==> src/rtl/display_timing.sv <==
// Raster timing generator: free-running pixel/line counters with registered
// sync, data-enable, fetch-ahead and frame-start decodes, all aligned to (h, v).
module display_timing #(
  parameter int H_ACTIVE = 640,
  parameter int H_FRONT  = 16,
  parameter int H_SYNC   = 96,
  parameter int H_BACK   = 48,
  parameter int V_ACTIVE = 480,
  parameter int V_FRONT  = 10,
  parameter int V_SYNC   = 2,
  parameter int V_BACK   = 33,
  parameter bit H_POL    = 1'b0,
  parameter bit V_POL    = 1'b0,
  localparam int H_TOTAL = H_ACTIVE + H_FRONT + H_SYNC + H_BACK,
  localparam int V_TOTAL = V_ACTIVE + V_FRONT + V_SYNC + V_BACK,
  localparam int HW      = $clog2(H_TOTAL),
  localparam int VW      = $clog2(V_TOTAL)
) (
  input  logic          clk_in,
  input  logic          rst_in,
  output logic          hsync_out,
  output logic          vsync_out,
  output logic          de_out,
  output logic          fetch_out,
  output logic [HW-1:0] x_out,
  output logic [VW-1:0] y_out,
  output logic          line_start_out,
  output logic          frame_start_out,
  output logic [7:0]    frame_count_out
);

  if (H_ACTIVE == 0 || H_FRONT == 0 || H_SYNC == 0 || H_BACK == 0 ||
      V_ACTIVE == 0 || V_FRONT == 0 || V_SYNC == 0 || V_BACK == 0) begin : g_bad_params
    $error("display_timing: every timing parameter must be non-zero");
  end

  localparam logic [HW-1:0] H_LAST     = HW'(H_TOTAL - 1);
  localparam logic [HW-1:0] H_ACT_END  = HW'(H_ACTIVE);
  localparam logic [HW-1:0] H_SYNC_BEG = HW'(H_ACTIVE + H_FRONT);
  localparam logic [HW-1:0] H_SYNC_END = HW'(H_ACTIVE + H_FRONT + H_SYNC);
  localparam logic [VW-1:0] V_LAST     = VW'(V_TOTAL - 1);
  localparam logic [VW-1:0] V_ACT_END  = VW'(V_ACTIVE);
  localparam logic [VW-1:0] V_SYNC_BEG = VW'(V_ACTIVE + V_FRONT);
  localparam logic [VW-1:0] V_SYNC_END = VW'(V_ACTIVE + V_FRONT + V_SYNC);

  logic [HW-1:0] h, h_nxt, h_nn;
  logic [VW-1:0] v, v_nxt, v_nn;
  logic          first;

  // Next position and the one after it; fetch looks two steps ahead of (h, v)
  // because it is registered and must lead de_out by one cycle.
  always_comb begin
    h_nxt = (h == H_LAST) ? '0 : h + HW'(1);
    v_nxt = v;
    if (h == H_LAST) v_nxt = (v == V_LAST) ? '0 : v + VW'(1);
    h_nn = (h_nxt == H_LAST) ? '0 : h_nxt + HW'(1);
    v_nn = v_nxt;
    if (h_nxt == H_LAST) v_nn = (v_nxt == V_LAST) ? '0 : v_nxt + VW'(1);
  end

  assign x_out = h;
  assign y_out = v;

  always_ff @(posedge clk_in) begin
    if (rst_in) begin
      h               <= H_LAST;
      v               <= V_LAST;
      de_out          <= 1'b0;
      fetch_out       <= 1'b1;
      hsync_out       <= ~H_POL;
      vsync_out       <= ~V_POL;
      line_start_out  <= 1'b0;
      frame_start_out <= 1'b0;
      frame_count_out <= 8'd0;
      first           <= 1'b1;
    end else begin
      h               <= h_nxt;
      v               <= v_nxt;
      de_out          <= (h_nxt < H_ACT_END) && (v_nxt < V_ACT_END);
      fetch_out       <= (h_nn < H_ACT_END) && (v_nn < V_ACT_END);
      hsync_out       <= ((h_nxt >= H_SYNC_BEG) && (h_nxt < H_SYNC_END)) ? H_POL : ~H_POL;
      vsync_out       <= ((v_nxt >= V_SYNC_BEG) && (v_nxt < V_SYNC_END)) ? V_POL : ~V_POL;
      line_start_out  <= (h_nxt == '0);
      frame_start_out <= (h_nxt == '0) && (v_nxt == '0);
      first           <= 1'b0;
      // The wrap straight out of reset starts the first frame; it completes none.
      if ((h_nxt == '0) && (v_nxt == '0) && !first)
        frame_count_out <= frame_count_out + 8'd1;
    end
  end

endmodule

==> config.mk <==
export PLATFORM = sky130hd
export DESIGN_NAME = display_timing
export DESIGN_NICKNAME = d
export VERILOG_FILES = /design/src/rtl/display_timing.sv
export SDC_FILE = /design/constraint.sdc
export NUM_CORES = 1
export LEC_CHECK = 0
export ABC_CLOCK_PERIOD_IN_PS = 3400
export BUFFER_PORTS_ARGS = -buffer_cell sky130_fd_sc_hd__buf_2
export CAP_MARGIN = 40
export CORE_MARGIN = 3
export CORE_UTILIZATION = 56
export CTS_CLUSTER_SIZE = 10
export DETAILED_ROUTE_END_ITERATION = 12
export HOLD_SLACK_MARGIN = 0.15
export PLACE_DENSITY = 0.8
export RECOVER_POWER = 25
export SYNTH_ARGS = -nofsm -noshare
export SYNTH_HDL_FRONTEND = slang
export SYNTH_SLANG_ARGS = --single-unit
==> constraint.sdc <==
create_clock -name clk_in -period 3.4 [get_ports clk_in]
set_clock_uncertainty 0.1 [all_clocks]
set_input_delay 0.51 -clock clk_in [delete_from_list [all_inputs] [get_ports clk_in]]
set_output_delay 0.51 -clock clk_in [all_outputs]
set_load 0.03 [all_outputs]
==> impl_metrics.csv <==
group,metric,value,unit
worst_setup_path,worstSetupPathType,"register to register",
timing,finalCritPeriodShare,0.950,
synthesis,yosys_warnings,0,
synthesis,postSynthCellCount,263,
timing,rsz0062_at_grt,"no",
grt,grt.total_usage,0.245,
worst_setup_path,critPathArrivalTime,3.32,ns
grt,grt_pass1_wl,8.78,mm
grt,grt_pass1_vias,1916,
route,drt-pass1-iter-count,5,
timing,fmax,310,MHz
synthesis,mappedNetlistArea,0.00221,mm^2
route,vias,2164,
layout,multi_input_area,0.00138,mm^2
clock_network,cts-buffers-inserted,5,
min_path,hp-start,"frame_count_out[4]",
job,drv_cap,0,
layout,fin_area,0.00252,mm^2
layout,n_fill_cell,329,
grt,grt_max_degree,34,
route,totalWireLength,5.50,mm
place,hpwl,4.05,mm
synthesis,synth_nets,271,
die,core_area,0.00374,mm^2
power,leakage,0.948,nW
clock_network,root_buffer,"clkbuf_8",
layout,post-route-util,0.672,
power,powerDensity,914,mW/mm^2
route,routedWlPerCell,15.8,um
clock_network,cts_tree,"built",
timing,fin_setup_tns,0,ns
worst_setup_path,cp_max_fo,9,
timing,slew_headroom,0.0743,
route,drtIter0Drc,227,
die,dieArea,0.00474,mm^2
worst_setup_path,reg2reg_depth,9,
clock_network,htreeDepth,2,
power,ir_worst_vdd,0.593,mV
die,std_cell_rows,22,
grt,grt_overflow_total,0,
worst_setup_path,crit_path_start_kind,"register",
clock_network,cts.sinks,35,
layout,num_antenna_cells,0,
layout,area_growth,13.7,%
worst_setup_path,reg2reg_slack,0.17,ns
worst_setup_path,critPathLaunch,"x_out[0]",
timing,worst_pin_slew,1.39,ns
synthesis,synthFlopType,"dfxtp_1",
timing,post-route-min-period,3.23,ns
layout,area.sequential,701,um^2
synthesis,async_flop_share,0,
die,die_y,68.9,um
worst_setup_path,required,3.49,ns
place,gp_congestion,0.873,
synthesis,yosysSeqAreaShare,0.317,
synthesis,synth.largest_area_cell,"dfxtp_1",
clock_network,cts_hold_buffers,0,
layout,final_nets,307,
place,portBuffers,35,
route,via_per_inst,6.22,
route,drc,0,
clock_network,clk-insertion-delay-late,0.29,ns
synthesis,synth_seq_cells,35,
layout,drive_above_1_share,0.187,
synthesis,avgSynthCellArea,8.41,um^2
worst_setup_path,endpoint_kind,"register",
timing,hold_violations,0,
synthesis,synthTopCellsByArea,"dfxtp_1, xnor2_1, nor2_1, nand3_1, ha_1",
route,drtAntennaViolNets,0,
min_path,hold_depth,2,
synthesis,synth_edf_count,0,
place,post_dp_cell_area,0.00244,mm^2
clock_network,clk_pin_slew,0.08,ns
worst_setup_path,timing.rr.start,"x_out[0]",
die,die_x,68.9,um
synthesis,synth_cell_types,57,
min_path,hold_end,"frame_count_out[4]",
synthesis,synth_top_area_frac,0.317,
timing,slew_violations,0,
worst_setup_path,r2r-end,"frame_count_out[2]",
clock_network,ctsLongestPathBuffers,2,
die,initial_core_util,0.591,
synthesis,synthTopCellsByCount,"dfxtp_1, nor2_1, nand3_1",
outcome,run_status,"finished, final reports clean",
min_path,hold_path_class,"register to register",
synthesis,synth.most_common_cell,"dfxtp_1",
grt,antenna_found_initial,0,
timing,setup-violations-final,0,
clock_network,cts_setup_buffers,0,
die,io_pins,36,
timing,holdWs,0.452,ns
## power by group
group	internal (mW)	switching [mW]
combinational	0.528	0.887
clock	0.143	0.153
sequential	0.490	0.0968
## sequential cells by signal, indices dropped and copies added, names as in the netlist
register / flops
first: 1
hsync_out: 1
vsync_out: 1
frame_start_out: 1
x_out: 10
y_out: 10
frame_count_out: 8
fetch_out: 1
line_start_out: 1
de_out: 1
## metal layers
metal | track usage | wire (um) | up-vias | part of all wire
li1 | - | - | 1041 | -
met1 | 0.327 | 2500 | 1009 | 0.45
met2 | 0.381 | 2520 | 99 | 0.46
met3 | 0.0502 | 348 | 15 | 0.063
met4 | 0.105 | 136 | 0 | 0.025
met5 | 0 | 0 | - | 0
## logic make-up after synthesis
kind of cell | Yosys count | synth area share
AND/OR/NAND/NOR | 126 | 0.346
AO/OA/AOI/OAI | 46 | 0.149
flip-flops | 35 | 0.317
buffers and inverters | 28 | 0.0622
XOR/XNOR | 17 | 0.0673
adder cells (fa/ha/maj) | 6 | 0.0339
multiplexers | 5 | 0.0249
## how the worst max path moves through the flow
stage                                    end  slack [ns]  cells past startpoint
after detailed placement  frame_count_out[7]        0.16                      9
final                     frame_count_out[2]        0.17                      9
after CTS                 frame_count_out[7]        0.14                      9
after global placement    frame_count_out[7]        0.25                      9
after global routing      frame_count_out[2]        0.06                      9
after floorplan           frame_count_out[7]        0.06                     11
## layout make-up
cell class                      instances  area share
Multi-Input combinational cell        200       0.549
Tap cell                               48      0.0239
Inverter                                9      0.0134
Clock buffer                            6      0.0288
Timing Repair Buffer                   48       0.101
Clock inverter                          2     0.00497
Sequential cell                        35       0.278
## stage by stage
step / std cells / total power, mW / setup slack, ns
floorplan: 263 / 1.64 / 0.0641
global placement: 340 / 1.95 / 0.249
detailed placement: 340 / 1.97 / 0.163
CTS: 348 / 2.28 / 0.140
global route: 348 / 2.45 / 0.0605
finish: 348 / 2.30 / 0.170
## critical path, stage by stage (launching register included)
cell and delay, ns:
dfxtp_1 0.34, ha_1 0.28, nand4_1 0.26, or3_4 0.51
buf_4 0.20, a31oi_4 0.25, and4bb_2 0.29, nand4_2 0.19
or4_1 0.52, a21oi_1 0.18
## cell usage in the layout (no fill, tap or decap), types with 3 or more instances in the layout
cell,n
buf_2,21
clkbuf_8,5
mux2i_1,4
o21ai_0,5
nand2_1,7
inv_1,9
a31oi_1,3
nor2b_1,5
and4b_1,4
a31o_2,3
xor2_1,5
a211oi_1,3
and4_1,4
buf_4,13
a21oi_1,10
nor2_1,22
nor3_1,12
nand3_1,16
nand2b_1,10
ha_1,6
or4_1,3
and3_1,7
nand4_1,9
nand4b_1,3
dfxtp_1,35
xnor2_1,12
clkbuf_1,15
nor4_1,5
## repair_timing
action | in CTS | in global routing
hold endpoints to repair | 0 | 0
resized for setup | 0 | 2
setup endpoints to repair | 0 | 4
(Power assumes the default switching activity.)
